`src/rtl/pipe_ctrl_pkg.sv`:
```
`default_nettype none
// ============================================================================
//  Module      : pipe_ctrl_pkg
//  Description : Shared constants and types for the pipeline control unit:
//                stall encodings, FSM state codes, bus widths and the
//                reset level.
//  Revision    : 1.0 - initial release
// ============================================================================
package pipe_ctrl_pkg;

    // Instruction address bus width and the all-zero word
    localparam int                 INST_ADDR_W = 32;
    localparam logic [31:0]        ZERO_WORD   = 32'h0000_0000;

    // Reset is asserted when rst equals this level
    localparam logic               RST_ENABLE  = 1'b0;

    // Hold vectors: [0] PC, [1] IF/ID, [2] ID/EX, [3] EX/MEM, [4] MEM/WB, [5] reserved
    localparam int                 STALL_W     = 6;
    localparam logic [STALL_W-1:0] STALL_MEM   = 6'b011111;
    localparam logic [STALL_W-1:0] STALL_EX    = 6'b001111;
    localparam logic [STALL_W-1:0] STALL_ID    = 6'b000111;
    localparam logic [STALL_W-1:0] STALL_NONE  = 6'b000000;

    // Control FSM states
    typedef enum logic [1:0] {
        S_RUN       = 2'd0,
        S_DIV       = 2'd1,
        S_EXCP_WAIT = 2'd2
    } state_t;

    // Stall vector for a running stage, honouring mem > divide > id priority
    function automatic logic [STALL_W-1:0] stall_sel(
        input logic mem,
        input logic div,
        input logic id
    );
        if (mem)      return STALL_MEM;
        else if (div) return STALL_EX;
        else if (id)  return STALL_ID;
        else          return STALL_NONE;
    endfunction

endpackage
`default_nettype wire

```
`src/rtl/pipe_ctrl_if.sv`:
```
`default_nettype none
// ============================================================================
//  Module      : pipe_ctrl_if
//  Description : Request/response bundle between the datapath and the
//                pipeline control unit.
//  Revision    : 1.0 - initial release
// ============================================================================
interface pipe_ctrl_if;
    import pipe_ctrl_pkg::*;

    // Requests from the datapath
    logic                   stallreq_id;
    logic                   stallreq_mem;
    logic                   div_start;
    logic                   excp_req;
    logic [INST_ADDR_W-1:0] excp_vec;

    // Control back to the datapath
    logic [STALL_W-1:0]     stall;
    logic                   flush;
    logic [INST_ADDR_W-1:0] new_pc;
    logic                   div_done;
    logic                   div_abort;
    logic [31:0]            perf_stall_cnt;

    // Datapath side
    modport master (
        output stallreq_id, stallreq_mem, div_start, excp_req, excp_vec,
        input  stall, flush, new_pc, div_done, div_abort, perf_stall_cnt
    );

    // Control unit side
    modport slave (
        input  stallreq_id, stallreq_mem, div_start, excp_req, excp_vec,
        output stall, flush, new_pc, div_done, div_abort, perf_stall_cnt
    );

endinterface
`default_nettype wire

```
`src/rtl/pipe_ctrl_sat_counter.sv`:
```
`default_nettype none
// ============================================================================
//  Module      : sat_counter
//  Description : Up-counter with synchronous active-low reset that sticks at
//                all-ones instead of wrapping.
//  Revision    : 1.0 - initial release
// ============================================================================
module sat_counter #(
    parameter int WIDTH = 32
) (
    input  wire logic             clk,
    input  wire logic             rst,
    input  wire logic             inc,
    output logic      [WIDTH-1:0] count
);
    import pipe_ctrl_pkg::*;

    logic [WIDTH-1:0] r_count;

    // Count requested cycles, freezing once every bit is set
    always_ff @(posedge clk) begin
        if (rst == RST_ENABLE) begin
            r_count <= '0;
        end else if (inc && (r_count != '1)) begin
            r_count <= r_count + WIDTH'(1);
        end
    end

    assign count = r_count;

endmodule
`default_nettype wire

```
`src/rtl/pipe_ctrl.sv`:
```
`default_nettype none
// ============================================================================
//  Module      : pipe_ctrl
//  Description : Central pipeline control for the 5-stage in-order core.
//                Converts stall, divide and exception requests into the
//                per-stage hold vector, a one-cycle flush with PC redirect,
//                divide completion/abort, and a stall-cycle perf counter.
//  Revision    : 1.0 - initial release
// ============================================================================
module pipe_ctrl
    import pipe_ctrl_pkg::*;
#(
    parameter int DIV_CYCLES = 32,
    parameter int CNT_W      = 6
) (
    input  wire logic   clk,
    input  wire logic   rst,
    pipe_ctrl_if.slave  bus
);

    // Last counter value of a divide; the div_start cycle is the first stalled cycle
    localparam logic [CNT_W-1:0] C_CNT_LAST = CNT_W'(DIV_CYCLES - 1);

    state_t                 r_state;
    state_t                 w_state_nxt;
    logic [CNT_W-1:0]       r_cnt;
    logic [CNT_W-1:0]       w_cnt_nxt;
    logic [INST_ADDR_W-1:0] r_vec;
    logic [INST_ADDR_W-1:0] w_vec_nxt;

    logic [STALL_W-1:0]     w_stall;
    logic                   w_flush;
    logic [INST_ADDR_W-1:0] w_new_pc;
    logic                   w_div_done;
    logic                   w_div_abort;
    logic [31:0]            w_perf;

    // Zero-latency outputs and next-state decode; everything is quiet in reset
    always_comb begin
        w_stall     = STALL_NONE;
        w_flush     = 1'b0;
        w_new_pc    = ZERO_WORD;
        w_div_done  = 1'b0;
        w_div_abort = 1'b0;
        w_state_nxt = r_state;
        w_cnt_nxt   = r_cnt;
        w_vec_nxt   = r_vec;

        if (rst != RST_ENABLE) begin
            case (r_state)
                S_RUN: begin
                    if (bus.excp_req) begin
                        // Redirect now, or park the vector until memory is free
                        if (!bus.stallreq_mem) begin
                            w_flush  = 1'b1;
                            w_new_pc = bus.excp_vec;
                        end else begin
                            w_stall     = STALL_MEM;
                            w_vec_nxt   = bus.excp_vec;
                            w_state_nxt = S_EXCP_WAIT;
                        end
                    end else if (bus.div_start) begin
                        w_stall     = stall_sel(bus.stallreq_mem, 1'b1, 1'b0);
                        w_cnt_nxt   = '0;
                        w_state_nxt = S_DIV;
                    end else begin
                        w_stall = stall_sel(bus.stallreq_mem, 1'b0, bus.stallreq_id);
                    end
                end

                S_DIV: begin
                    if (bus.excp_req) begin
                        // Kill the divide; never reported as done in the same cycle
                        w_div_abort = 1'b1;
                        w_cnt_nxt   = '0;
                        if (!bus.stallreq_mem) begin
                            w_flush     = 1'b1;
                            w_new_pc    = bus.excp_vec;
                            w_state_nxt = S_RUN;
                        end else begin
                            w_stall     = STALL_MEM;
                            w_vec_nxt   = bus.excp_vec;
                            w_state_nxt = S_EXCP_WAIT;
                        end
                    end else if (r_cnt < C_CNT_LAST) begin
                        // Decode is already held by STALL_EX, so stallreq_id is moot
                        w_stall   = stall_sel(bus.stallreq_mem, 1'b1, 1'b0);
                        w_cnt_nxt = r_cnt + CNT_W'(1);
                    end else begin
                        // Result ready; hold it while memory still waits
                        w_div_done = 1'b1;
                        if (bus.stallreq_mem) begin
                            w_stall = STALL_MEM;
                        end else begin
                            w_state_nxt = S_RUN;
                        end
                    end
                end

                S_EXCP_WAIT: begin
                    // First exception wins; later excp_req/div_start are ignored
                    if (bus.stallreq_mem) begin
                        w_stall = STALL_MEM;
                    end else begin
                        w_flush     = 1'b1;
                        w_new_pc    = r_vec;
                        w_state_nxt = S_RUN;
                    end
                end

                default: begin
                    w_state_nxt = S_RUN;
                end
            endcase
        end
    end

    // State, divide counter and parked exception vector
    always_ff @(posedge clk) begin
        if (rst == RST_ENABLE) begin
            r_state <= S_RUN;
            r_cnt   <= '0;
            r_vec   <= ZERO_WORD;
        end else begin
            r_state <= w_state_nxt;
            r_cnt   <= w_cnt_nxt;
            r_vec   <= w_vec_nxt;
        end
    end

    sat_counter #(
        .WIDTH (32)
    ) u_perf_cnt (
        .clk   (clk),
        .rst   (rst),
        .inc   (w_stall[0]),
        .count (w_perf)
    );

    assign bus.stall          = w_stall;
    assign bus.flush          = w_flush;
    assign bus.new_pc         = w_new_pc;
    assign bus.div_done       = w_div_done;
    assign bus.div_abort      = w_div_abort;
    assign bus.perf_stall_cnt = w_perf;

endmodule
`default_nettype wire

```
`src/flat_wrapper.sv`:
```
// flat-port wrapper written by rule: the top's interface ports become plain ports
module pipe_ctrl_flat import pipe_ctrl_pkg::*;
#(
    parameter int DIV_CYCLES = 32,
    parameter int CNT_W      = 6
)
  (clk, rst, bus_stallreq_id, bus_stallreq_mem, bus_div_start, bus_excp_req, bus_excp_vec, bus_stall, bus_flush, bus_new_pc, bus_div_done, bus_div_abort, bus_perf_stall_cnt);
  pipe_ctrl_if bus_i ();
  input  wire logic clk;
  input  wire logic rst;
  input wire logic [$bits(bus_i.stallreq_id)-1:0] bus_stallreq_id;
  input wire logic [$bits(bus_i.stallreq_mem)-1:0] bus_stallreq_mem;
  input wire logic [$bits(bus_i.div_start)-1:0] bus_div_start;
  input wire logic [$bits(bus_i.excp_req)-1:0] bus_excp_req;
  input wire logic [$bits(bus_i.excp_vec)-1:0] bus_excp_vec;
  output wire logic [$bits(bus_i.stall)-1:0] bus_stall;
  output wire logic [$bits(bus_i.flush)-1:0] bus_flush;
  output wire logic [$bits(bus_i.new_pc)-1:0] bus_new_pc;
  output wire logic [$bits(bus_i.div_done)-1:0] bus_div_done;
  output wire logic [$bits(bus_i.div_abort)-1:0] bus_div_abort;
  output wire logic [$bits(bus_i.perf_stall_cnt)-1:0] bus_perf_stall_cnt;
  assign bus_i.stallreq_id = bus_stallreq_id;
  assign bus_i.stallreq_mem = bus_stallreq_mem;
  assign bus_i.div_start = bus_div_start;
  assign bus_i.excp_req = bus_excp_req;
  assign bus_i.excp_vec = bus_excp_vec;
  assign bus_stall = bus_i.stall;
  assign bus_flush = bus_i.flush;
  assign bus_new_pc = bus_i.new_pc;
  assign bus_div_done = bus_i.div_done;
  assign bus_div_abort = bus_i.div_abort;
  assign bus_perf_stall_cnt = bus_i.perf_stall_cnt;
  pipe_ctrl #(.DIV_CYCLES(DIV_CYCLES), .CNT_W(CNT_W)) u_core (.clk(clk), .rst(rst), .bus(bus_i));
endmodule
```
`config.mk`:
```
export PLATFORM = sky130hd
export DESIGN_NAME = pipe_ctrl_flat
export DESIGN_NICKNAME = d
export VERILOG_FILES = /design/src/rtl/pipe_ctrl_pkg.sv /design/src/rtl/pipe_ctrl_if.sv /design/src/rtl/pipe_ctrl_sat_counter.sv /design/src/rtl/pipe_ctrl.sv /design/src/flat_wrapper.sv
export SDC_FILE = /design/constraint.sdc
export NUM_CORES = 1
export LEC_CHECK = 0
export CORE_UTILIZATION = 40
export DETAILED_ROUTE_END_ITERATION = 6
export GPL_TIMING_DRIVEN = 0
export PLACE_DENSITY = 0.76
export SETUP_SLACK_MARGIN = 0.05
export SLEW_MARGIN = 20
export SYNTH_ARGS = -nofsm -noshare
export SYNTH_HDL_FRONTEND = slang
export SYNTH_HIERARCHICAL = 1
export SYNTH_SLANG_ARGS = --single-unit
```
`constraint.sdc`:
```
create_clock -name clk -period 4 [get_ports clk]
set_input_delay 0.8 -clock clk [delete_from_list [all_inputs] [get_ports clk]]
set_output_delay 0.8 -clock clk [all_outputs]
set_load 0.005 [all_outputs]
```
==> flow_summary_export.csv, run 1 <==
group,metric,value,unit
detailed_routing,avgRoutedWirePerCell,14.1,um
worst_setup_path,cp_max_fo,10,
clocking,cts_made_buffers,9,
global_routing,grt_pass1_wl,17200,um
timing,maxSlewViolCount,0,
clocking,htreeDepth,3,
cells_and_area,final_cell_area,5340,sq um
logic_synthesis,seq_area_frac_synth,37.3,%
place,place_congestion,0.871,
logic_synthesis,ys.flop_type,"dfxtp_1",
worst_setup_path,crit_slowest_cell,"clkdlybuf4s50_1",
logic_synthesis,yosys.area.top_type,"dfxtp_1",
power_and_ir_drop,p_switching,0.398,mW
hold_path,worst_hold_path_type,"reg2reg",
floorplanning,die-area,10100,sq um
worst_setup_path,cp-start-kind,"primary input",
power_and_ir_drop,power.leakage,1.76,nW
detailed_routing,ant_nets,0,
power_and_ir_drop,pwr_density_cell,302,nW/um^2
floorplanning,placementRows,35,
logic_synthesis,synth-seq-cells,72,
cells_and_area,fillers,838,
detailed_routing,met2_length,5020,um
logic_synthesis,netlist_area,3860,sq um
timing,finalCritPeriodShare,92.8,%
place,place_inst,728,
power_and_ir_drop,p_int,1.21,mW
logic_synthesis,yosys-top-cells-area,"dfxtp_1, nand2_1, a22oi_1",
place,place_area,5110,sq um
global_routing,grt_overflow,0,
logic_synthesis,async_reset_ff_share,0,%
place,place_ws,-0.258,ns
floorplanning,initial_core_util,41.6,%
cells_and_area,antenna_cells,0,
detailed_routing,dr_wl_met3,689,um
cells_and_area,multi_input_area,2140,sq um
outcome,outcome,"complete, no violations",
detailed_routing,first_pass_iters,5,
worst_setup_path,endpoint_kind,"output pin",
logic_synthesis,yosys_warnings,6,
worst_setup_path,worstPathCellList,"clkdlybuf4s50_1 -> clkbuf_2 -> clkbuf_2 -> o311a_2 -> buf_4 -> clkdlybuf4s50_1",
power_and_ir_drop,ir_worst_vdd,0.211,mV
floorplanning,ios,111,
global_routing,antenna_found_initial,0,
power_and_ir_drop,power,1.61,mW
global_routing,grt.total_usage,20.9,%
cells_and_area,area_delta_synth_final,38.2,%
floorplanning,fp.dieW,100,um
timing,grt_setup_unrepaired,"false",
detailed_routing,top_layer,"met4",
clocking,clk_latency,0.35,ns
clocking,clkSinkCount,72,
clocking,cts_max_path_buffers,2,
timing,worst_slack,0.288,ns
cells_and_area,nNetsFinal,650,
logic_synthesis,syn_avg_cell_area,7.87,sq um
logic_synthesis,synth-edff-count,0,
global_routing,grt_pass1_vias,3695,
timing,tightest_slew,0.524,ns
power_and_ir_drop,combPwrFrac,13.1,%
cells_and_area,layout-drive-gt1-share,9.43,%
detailed_routing,drtIter0Drc,217,
logic_synthesis,synth.top_cell.area_share,37.3,%
detailed_routing,wl,10500,um
worst_setup_path,r2r_slack,0.76,ns
worst_setup_path,cp.arrival,2.91,ns
worst_setup_path,worstPathRequired,3.20,ns
logic_synthesis,syn_nets,531,
power_and_ir_drop,swShare,24.7,%
clocking,cts_tree,"yes",
logic_synthesis,synth.most_common_cell,"nand2_1",
place,hpwl,7710,um
timing,relSlewSlack,65.1,%
detailed_routing,drc,0,
cells_and_area,regArea,1440,sq um
clocking,cts_root_buffer,"clkbuf_8",
hold_path,hold_start,"u_core/r_vec[8]",
logic_synthesis,netlist_top_cells_count,"nand2_1, dfxtp_1, nor2_1",
logic_synthesis,synthCells,491,
cells_and_area,utilization,57.5,%
global_routing,grt_max_degree,14,
place,numPortBuffers,108,
detailed_routing,met1_length,4680,um
floorplanning,core_area,9280,sq um
detailed_routing,vias,4030,
worst_setup_path,reg2reg_from,"u_core/r_cnt[0]",
power_and_ir_drop,seqPwrFrac,46.4,%
timing,min_period,3.71,ns
worst_setup_path,path_class,"in2out",
power_and_ir_drop,p_clk_share,40.5,%
worst_setup_path,crit_start,"rst",
detailed_routing,vias_per_cell,5.42,
logic_synthesis,synth_cell_types,54,
timing,finalHoldViolations,0,
timing,skew,0.0111,ns
run,cap_violations,0,
cells_and_area,instances_no_fill,744,
clocking,ctsHoldBuffers,0,
floorplanning,die_y,100,um
timing,setup_violations,0,
clocking,clkSlewWorstSetupHoldPaths,0.07,ns
worst_setup_path,cpPeakStageDelay,0.55,ns
timing,max_freq,0.269,GHz
[through the flow]
stage	setup TNS, ns	hold slack [ns]
floorplan	0	0.435
global placement	-1.09	0.441
detailed placement	-1.17	0.445
CTS	0	0.456
global route	0	0.471
finish	0	0.454
[cells by family after synthesis]
kind of cell | count (synthesis) | synth area share [%]
muxes | 1 | 0.259
xor gates and xnor gates | 6 | 1.36
DFF | 72 | 37.3
buffers and inverters | 48 | 7.29
other | 1 | 0.0971
AOI/OAI and AO/OA | 136 | 25.1
and+or+nand+nor | 225 | 27.9
adders and majority gates | 2 | 0.648
[routing by layer]
metal  track usage [%]  vias up
met2              36.8      165
met3              3.48        9
met4              5.80        0
met1              26.2     1870
met5                 0        -
li1                  -     1986
[timing repair]
item	CTS	global route
setup endpoints to repair	3	2
buffers inserted	0	0
gates resized for setup	2	2
pin swaps	0	0
[flip-flops by register name (all words and copies together), names as in the netlist]
signal / count
u_core/r_cnt: 6
u_core/u_perf_cnt/count: 32
u_core/r_state: 2
u_core/r_vec: 32
[layout by cell type (no fill, tap or decap), drive strengths merged, types with 14 or more instances in the layout]
cell type / n
a21boi: 32
a21oi: 25
a22oi: 32
buf: 28
clkbuf: 18
clkdlybuf4s50: 108
dfxtp: 72
nand2: 90
nand3: 18
nor2: 54
o21ai: 15
o31ai: 14
[power by group through the flow]
| stage | registers, mW | clock network (mW) | logic, mW |
|---|---|---|---|
| 2_1_floorplan | 0.760 | 0 | 0.109 |
| 3_3_place_gp | 0.762 | 0 | 0.207 |
| 3_5_place_dp | 0.763 | 0 | 0.210 |
| 4_1_cts | 0.746 | 0.669 | 0.211 |
| 5_1_grt | 0.749 | 0.700 | 0.231 |
| 6_report | 0.747 | 0.653 | 0.211 |
[worst max-delay path: cells and delay by family]
| kind | cells | cell delay, ns |
|---|---|---|
| compound gates | 1 | 0.39 |
| buf+inv | 5 | 1.72 |
[area by class of cell]
type	instances	share of cell area, %
tap	129	3.02
timing repair buffer	108	20.2
buffer	36	4.48
clock buffer	10	2.58
clock inverter	6	1.73
multi-input combinational	371	40.1
inverter	12	0.843
sequential	72	27.0
[path summary, 6_finish.rpt]
kind                                  to  cells past startpoint
min reg2reg              u_core/r_vec[8]                      2
max                         bus_stall[2]                      6
max reg2reg  u_core/u_perf_cnt/count[28]                     10
min                      u_core/r_vec[8]                      2
Power figures use the tool's default switching activity.
==> inputs of run 2 (changes only) <==
--- a/config.mk
+++ b/config.mk
@@ -7,6 +7,7 @@
 export LEC_CHECK = 0
 export CORE_UTILIZATION = 40
 export DETAILED_ROUTE_END_ITERATION = 6
+export GPL_ROUTABILITY_DRIVEN = 0
 export GPL_TIMING_DRIVEN = 0
 export PLACE_DENSITY = 0.76
 export SETUP_SLACK_MARGIN = 0.05
==> results of run 2 <==
No change in the layout: final DEF, timing and power equal those of run 1.
